[src/rtl/alu_mul_sequencer_if.sv]
// rtl/alu_mul_sequencer_if.sv - shared CPU types and the multiply sequencer's port bundle
package cpu_types_pkg;
    typedef logic [31:0] word_t;

    typedef enum logic [3:0] {
        ALU_SLL,
        ALU_SRL,
        ALU_ADD,
        ALU_SUB,
        ALU_AND,
        ALU_OR,
        ALU_XOR,
        ALU_NOR,
        ALU_SLT,
        ALU_SLTU
    } aluop_t;
endpackage

interface alu_mul_sequencer_if;
    import cpu_types_pkg::*;

    logic   start;
    word_t  mcand;
    word_t  mplier;
    logic   busy;
    logic   done;
    word_t  product;

    aluop_t dp_alu_op;
    word_t  dp_port_A;
    word_t  dp_port_B;

    aluop_t alu_op;
    word_t  port_A;
    word_t  port_B;
    word_t  alu_outport;

    // master is everything around the sequencer: execute stage plus the ALU result
    modport master (
        output start, mcand, mplier, dp_alu_op, dp_port_A, dp_port_B, alu_outport,
        input  busy, done, product, alu_op, port_A, port_B
    );

    modport slave (
        input  start, mcand, mplier, dp_alu_op, dp_port_A, dp_port_B, alu_outport,
        output busy, done, product, alu_op, port_A, port_B
    );
endinterface

[src/rtl/alu_mul_sequencer.sv]
// rtl/alu_mul_sequencer.sv - shift-add multiply controller borrowing the shared single-cycle ALU
module alu_mul_sequencer #(
    parameter int EARLY_EXIT = 1
) (
    input  logic                 CLK,
    input  logic                 RST,
    alu_mul_sequencer_if.slave   bus
);
    import cpu_types_pkg::*;

    typedef enum logic [1:0] {
        IDLE,
        RUN,
        DONE
    } state_t;

    state_t     state;
    state_t     state_next;
    word_t      acc;
    word_t      mc;
    word_t      mp;
    logic [5:0] cnt;

    logic accept;
    logic run_last;

    // start is only honoured outside RUN; DONE accepts it for back-to-back operation
    assign accept   = bus.start && ((state == IDLE) || (state == DONE));
    assign run_last = (EARLY_EXIT != 0) ? ((mp >> 1) == 32'd0) : (cnt == 6'd31);

    always_ff @(posedge CLK or posedge RST) begin
        if (RST) begin
            state <= IDLE;
        end else begin
            state <= state_next;
        end
    end

    always_comb begin
        state_next = state;
        case (state)
            IDLE, DONE: begin
                if (accept) begin
                    if ((EARLY_EXIT != 0) && (bus.mplier == 32'd0)) begin
                        state_next = DONE;
                    end else begin
                        state_next = RUN;
                    end
                end else begin
                    state_next = IDLE;
                end
            end
            RUN: begin
                if (run_last) begin
                    state_next = DONE;
                end
            end
            default: state_next = IDLE;
        endcase
    end

    always_ff @(posedge CLK or posedge RST) begin
        if (RST) begin
            acc <= '0;
            mc  <= '0;
            mp  <= '0;
            cnt <= '0;
        end else if (accept) begin
            acc <= '0;
            mc  <= bus.mcand;
            mp  <= bus.mplier;
            cnt <= '0;
        end else if (state == RUN) begin
            // the ALU is computing acc + mc this cycle; keep it only for set multiplier bits
            if (mp[0]) begin
                acc <= bus.alu_outport;
            end
            mc  <= mc << 1;
            mp  <= mp >> 1;
            cnt <= cnt + 6'd1;
        end
    end

    always_comb begin
        bus.busy    = (state == RUN);
        bus.done    = (state == DONE);
        bus.product = acc;
        bus.alu_op  = bus.dp_alu_op;
        bus.port_A  = bus.dp_port_A;
        bus.port_B  = bus.dp_port_B;
        if (state == RUN) begin
            bus.alu_op = ALU_ADD;
            bus.port_A = acc;
            bus.port_B = mc;
        end
    end
endmodule

[src/flat_wrapper.sv]
// flat-port wrapper written by rule: the top's interface ports become plain ports
module alu_mul_sequencer_flat import cpu_types_pkg::*;
#(
    parameter int EARLY_EXIT = 1
)
  (CLK, RST, bus_start, bus_mcand, bus_mplier, bus_dp_alu_op, bus_dp_port_A, bus_dp_port_B, bus_alu_outport, bus_busy, bus_done, bus_product, bus_alu_op, bus_port_A, bus_port_B);
  alu_mul_sequencer_if bus_i ();
  input  logic CLK;
  input  logic RST;
  input wire logic [$bits(bus_i.start)-1:0] bus_start;
  input wire logic [$bits(bus_i.mcand)-1:0] bus_mcand;
  input wire logic [$bits(bus_i.mplier)-1:0] bus_mplier;
  input wire logic [$bits(bus_i.dp_alu_op)-1:0] bus_dp_alu_op;
  input wire logic [$bits(bus_i.dp_port_A)-1:0] bus_dp_port_A;
  input wire logic [$bits(bus_i.dp_port_B)-1:0] bus_dp_port_B;
  input wire logic [$bits(bus_i.alu_outport)-1:0] bus_alu_outport;
  output wire logic [$bits(bus_i.busy)-1:0] bus_busy;
  output wire logic [$bits(bus_i.done)-1:0] bus_done;
  output wire logic [$bits(bus_i.product)-1:0] bus_product;
  output wire logic [$bits(bus_i.alu_op)-1:0] bus_alu_op;
  output wire logic [$bits(bus_i.port_A)-1:0] bus_port_A;
  output wire logic [$bits(bus_i.port_B)-1:0] bus_port_B;
  assign bus_i.start = bus_start;
  assign bus_i.mcand = bus_mcand;
  assign bus_i.mplier = bus_mplier;
  assign bus_i.dp_alu_op = bus_dp_alu_op;
  assign bus_i.dp_port_A = bus_dp_port_A;
  assign bus_i.dp_port_B = bus_dp_port_B;
  assign bus_i.alu_outport = bus_alu_outport;
  assign bus_busy = bus_i.busy;
  assign bus_done = bus_i.done;
  assign bus_product = bus_i.product;
  assign bus_alu_op = bus_i.alu_op;
  assign bus_port_A = bus_i.port_A;
  assign bus_port_B = bus_i.port_B;
  alu_mul_sequencer #(.EARLY_EXIT(EARLY_EXIT)) u_core (.CLK(CLK), .RST(RST), .bus(bus_i));
endmodule
[config.mk]
export PLATFORM = sky130hd
export DESIGN_NAME = alu_mul_sequencer_flat
export DESIGN_NICKNAME = d
export VERILOG_FILES = /design/src/rtl/alu_mul_sequencer_if.sv /design/src/rtl/alu_mul_sequencer.sv /design/src/flat_wrapper.sv
export SDC_FILE = /design/constraint.sdc
export NUM_CORES = 1
export LEC_CHECK = 0
export CORE_MARGIN = 2
export CORE_UTILIZATION = 40
export DETAILED_ROUTE_END_ITERATION = 7
export PLACE_DENSITY = 0.89
export SETUP_SLACK_MARGIN = 0.15
export SLEW_MARGIN = 20
export SYNTH_ARGS = -nofsm -noshare
export SYNTH_HDL_FRONTEND = slang
export SYNTH_SLANG_ARGS = --single-unit
export TNS_END_PERCENT = 5
[constraint.sdc]
create_clock -name CLK -period 4.9 [get_ports CLK]
set_clock_uncertainty 0.2 [all_clocks]
set_input_delay 1.225 -clock CLK [delete_from_list [all_inputs] [get_ports CLK]]
set_output_delay 1.225 -clock CLK [all_outputs]
set_load 0.005 [all_outputs]
After elaboration in Yosys (flattened, before gate mapping)
Cells that the tools add are included.

operators by class
  add/sub/neg operators = 0
  multipliers = 0
  muxes and demuxes = 14
  bitwise operators = 0
  shift operators = 0
  $lt $le $gt $ge = 0
  div/mod/pow operators = 0
  reduce and logical (&&, ||, !) cells = 9
  eq/ne operators = 3

operators by type and width
  cell                                                   number
  2-to-1 mux 32 bit                                      9
  zero test 32 bit                                       2
  2-to-1 mux 2 bit                                       3
  2-to-1 mux 4 bit                                       1
  one-hot mux 2 bit (2 select lines)                     1
  nonzero test 2 bit                                     2
  == test 2 x 1 -> 1 bit, second input constant          1
  == test 2 bit, second input constant                   1
  zero test 2 bit                                        1
  inequality test 2 x 1 -> 1 bit, second input constant  1
  AND reduction 2 bit                                    1
  OR reduction 2 bit                                     1
  logical AND 1 bit                                      1
  logical OR 1 bit                                       1

storage, ports and cells
  output and inout port bits = 102
  register bits = 98
  bits of input ports = 167
  memories kept = 0
  ROM bits = 0
  bits in latches = 0
  word-level logic and storage cells = 30
  RAM bits = 0

Depth between registers and ports, before layout
  depth after elaboration = 5
  gate-level depth with buffers = 7
  mapped depth without buffers = 5

Worst setup path before layout
OpenSTA, ideal clock, no wires.

  kind = input-to-output
  from = input bus_dp_alu_op[1]
  to = output bus_alu_op[1]
  path slack = 2,119 ps
  arrival time = 1,356 ps
  cell stages on the path = 1
  cell sequence = nand2b_1

between the ends
  cells in the longest elaborated chain, start to end = 1

RTL lines
  item              RTL line                 source
  from (decl)       flat_wrapper.sv:13       input wire logic [$bits(bus_i.dp_alu_op)-1:0] bus_dp_alu_op;
  2-to-1 mux 4 bit  alu_mul_sequencer.sv:91  if (state == RUN) begin
  to (decl)         flat_wrapper.sv:20       output wire logic [$bits(bus_i.alu_op)-1:0] bus_alu_op;

Every way passes these cells.

Worst setup path in the final report
  from = register u_core.state[0]
  to = output bus_port_B[4]

between the ends
  cells in the longest elaborated chain, start to end = 2

RTL lines
  item                    RTL line                 source
  from (decl)             alu_mul_sequencer.sv:17  state_t state;
  from (signal assigned)  alu_mul_sequencer.sv:35  state <= state_next;
  == test 2 x 1 -> 1 bit  alu_mul_sequencer.sv:91
  2-to-1 mux 32 bit       alu_mul_sequencer.sv:91
  to (decl)               flat_wrapper.sv:22       output wire logic [$bits(bus_i.port_B)-1:0] bus_port_B;

Every way passes these cells.

==> results summary <==
For this configuration, the core starts out at a cell density of 0.413. The violation count after the first detailed-route iteration is 418. The library cell appearing most often on the critical path is nand2_1. Setup repair after global routing left no endpoint under its margin. The maximum clock insertion buffer count came out at 2. At the later pin of the worst-skew pair, clock insertion delay measures 340 ps. The startpoint identified for the worst hold timing path is u_core.mc[31]$_DFFE_PP0P_. The number of gates given a new drive strength after cts is 0. The delay of the slowest cell on the worst path came out at 480 ps. The top cell types in the final layout, fill and taps aside, are nand2_1, clkdlybuf4s50_1, dfrtp_1.

The clock network fraction of design power is 0.143. The average size of a mapped cell came out at 7.23 µm². The sequential cell area came out at 0.00245 mm². The slack of the worst reg-to-reg path is 2210 ps.

Walking the worst path, the cells encountered are nand2b_4, clkinv_2, buf_12, nand2_1, nand2_1, clkdlybuf4s50_1. The complex-gate fraction of the synthesized area is 0.0461. The total number of vias came out at 5538. The source of the worst register-to-register timing path is u_core.state[0]$_DFFE_PP0P_. The terminating pin of the worst hold path is u_core.mc[31]$_DFFE_PP0P_.

The count of final max-slew check failures is 0. The number of antenna violations at the first check in global routing is 0. In this run the static leakage power is 3.72 nW. The HPWL after detailed placement came out at 11700 µm. The number of global-route vias before repair is 5292. The number of buffers and inverters on the critical path came out at 3. For the pin with the worst max-slew slack, the measured transition is 966 ps. The number of cells on the critical path came out at 6. The clock root buffer master is clkbuf_16. Of the total power, the share spent switching nets is 0.388. The ratio of routed vias to standard cells is 5.03.

The depth of the most critical reg-to-reg path came out at 6. The data required time at the worst endpoint came out at 3470 ps. The post-CTS clock slew at the launch and capture registers of the worst setup and hold paths came out at 60 ps. The flow ran to the end, and the final reports show no timing, DRC or antenna violations. The quantity of I/O buffers inserted on ports came out at 268. The type of destination of the critical path is an output port. The relative slew slack came out at 0.356. The end of the worst register-to-register path is u_core.bus.product[14]$_DFFE_PP0P_. The cell row count is 40. The largest net degree at the start of global routing came out at 97.

The final number of hold-violating endpoints is 0. For this design the total switching power over the nets is 1.96 mW. The share of synthesized area occupied by flip-flops and latches came out at 0.491. The number of remaining DRC errors is 0. The number of fillers in the final layout came out at 989. The smallest setup slack after layout came out at 834 ps.

The maximum level of the CTS H-tree came out at 3. The portion of the clock cycle consumed by the worst path in the final layout came out at 0.830. Including well taps, the total number of placed cells is 1086. The core outline area came out at 0.0121 mm². Of the total synthesized cell area, the portion taken by full adders, half adders and majority gates is 0. The synthesized cell area is 0.00500 mm². The cell count after synthesis came out at 691. The share of cells above drive strength 1 is 0.0300.

At the placement stage, the worst setup path has a slack of 1110 ps. The footprint of the multi-input gates is 0.00231 mm². For this run the aggregate overflow at the end of global routing stands at 0. The portion of synthesized area spent on multiplexers is 0. Of the total power, combinational logic draws 0.562. Counting every net in the synthesized netlist gives 858. The area growth from synthesis to final layout is 60.9%. The category of the worst setup path launch point is a flip-flop. At the end of routability-driven placement, the weighted congestion stood at 0.835.

The xor/xnor share of the synthesized area is 0. The smallest clock period supported by the final layout is computed as 4070 ps. The number of cells on the worst hold path came out at 2. The hold buffer count at CTS came out at 0. The setup path with the least slack is of type flip-flop to output port. The fmax is 246 MHz. The worst-case IR drop observed on VDD is 0.000290 V. The global-route wire length before repair came out at 25700 µm. Max-cap violations in this run came to 0. In the final timing run, aggregate negative setup slack is 0 ps. The ratio of total power to cell area came out at 630 mW/mm².

The number of nets at the end of the flow came out at 1096. The TritonCTS clock tree is yes. In this run the worst hold path is classified as flip-flop to flip-flop. The simple-gate portion of the synthesized area came out at 0.412. Data arrives at the worst endpoint at 2640 ps. For this run, the total global-route usage over all layers was measured as 0.244. The cell with the biggest individual delay on the critical path is clkdlybuf4s50_1. The post-synthesis sequential element count came out at 98. The number of buffers inserted during clock tree synthesis is 9. After clock tree synthesis, the setup repair step added 0 buffers.

The netlist uses 22 different library cells. During synthesis, Yosys emitted a total of 0 warnings. The most common cell after layout, fill and taps aside is nand2_1.

The first-pass detailed-route iteration total came out at 5. The count of antenna diodes in the layout is 0. The chip width is 116 µm. The final setup violation count is 0.

The floorplan step defined a die boundary enclosing 0.0134 mm². The number of sinks on the clock net came out at 98. The count of nets left with antenna violations once routing finished came out at 0. The total internal power came out at 3.10 mW. From bottom edge to top edge, the die measures 116 µm. The detailed-route wire length per cell is 15.0 µm.

The post-layout instance count excluding filler cells is 1102. The dominant combinational cell family by area after synthesis is simple AND/OR/NAND/NOR gates. In this run the worst path has a maximum fanout of 88.

Among cell families on the critical path, the largest total delay comes from buffers and inverters. The sequential share of power came out at 0.295. The number of primary I/O pins came out at 269.

The final routed wirelength across all metal layers is 16600 µm.
[how the worst max path moves through the flow]
stage | endpoint | slack, ps | start
floorplan | u_core.bus.product[0]$_DFFE_PP0P_ | 910 | RST
global placement | bus_port_A[25] | 1100 | bus_dp_port_A[25]
detailed placement | bus_port_A[25] | 1110 | bus_dp_port_A[25]
CTS | bus_port_B[4] | 810 | u_core.state[0]$_DFFE_PP0P_
global route | bus_port_B[4] | 650 | u_core.state[0]$_DFFE_PP0P_
finish | bus_port_B[4] | 830 | u_core.state[0]$_DFFE_PP0P_
[worst register-to-register path: stages (launching register included)]
cell      delay, ps
dfrtp_1         440
nand2b_4        450
clkinv_2        360
buf_12          320
nand2_2         560
nand3_1         190
nand2_1         120
[kinds of logic (layout without fill, tap and decap cells)]
family / Yosys count / count (layout)
buf+inv: 49 / 292
flops: 98 / 98
simple gates: 508 / 508
compound gates: 36 / 36
[cells in the mapped netlist]
cell      number  area, µm²
buf_4          8       60.1
nor4_1        15       93.8
buf_2         33        165
nor3_1         1       5.00
dfrtp_1       98       2450
nand2_1      382       1430
nor2_2         1       6.26
nand3_1       62        310
a21oi_1        1       5.00
nand2b_1       3       18.8
and2_1         4       25.0
nor2_1        33        124
inv_2          1       3.75
a22oi_1        1       7.51
nand2_2        1       6.26
nand4_1        4       25.0
inv_1          1       3.75
a22o_1         2       17.5
a31oi_1       31        194
clkbuf_1       6       22.5
o22ai_1        1       6.26
nor2b_1        2       12.5
[registers in the layout, indices dropped and copies added (netlist names)]
signal and flops:
u_core.bus.product 32, u_core.mc 32, u_core.mp 32, u_core.state 2
[cell type report]
class	count	share of cell area
Clock buffer	12	0.0319
Clock inverter	4	0.00622
Inverter	2	0.00140
Multi-Input combinational cell	544	0.287
Sequential cell	98	0.305
Tap cell	168	0.0261
Timing Repair Buffer	274	0.342
[per-stage QoR]
stage                     total power [mW]  instance area (µm²)   util  hold slack [ps]
after floorplan                       2.87                 5000      -              239
after global placement                4.30                 7730  0.639              250
after detailed placement              4.37                 7730  0.639              257
after CTS                             5.11                 8040  0.664              270
after global routing                  5.48                 8040  0.664              292
final                                 5.07                 8040  0.664              266
[per-layer routing]
metal | routed length, µm | track usage
met4 | 395 | 0.0976
met3 | 1200 | 0.0387
met2 | 8300 | 0.422
met1 | 6670 | 0.306
met5 | 0 | 0
[power groups by stage]
stage / clock (mW) / combinational (mW) / sequential (mW)
after global routing: 0.768 / 3.17 / 1.54
final: 0.726 / 2.85 / 1.49
after detailed placement: 0 / 2.87 / 1.50
after global placement: 0 / 2.82 / 1.48
after CTS: 0.739 / 2.89 / 1.49
after floorplan: 0 / 1.43 / 1.43
(Power assumes the default switching activity.)
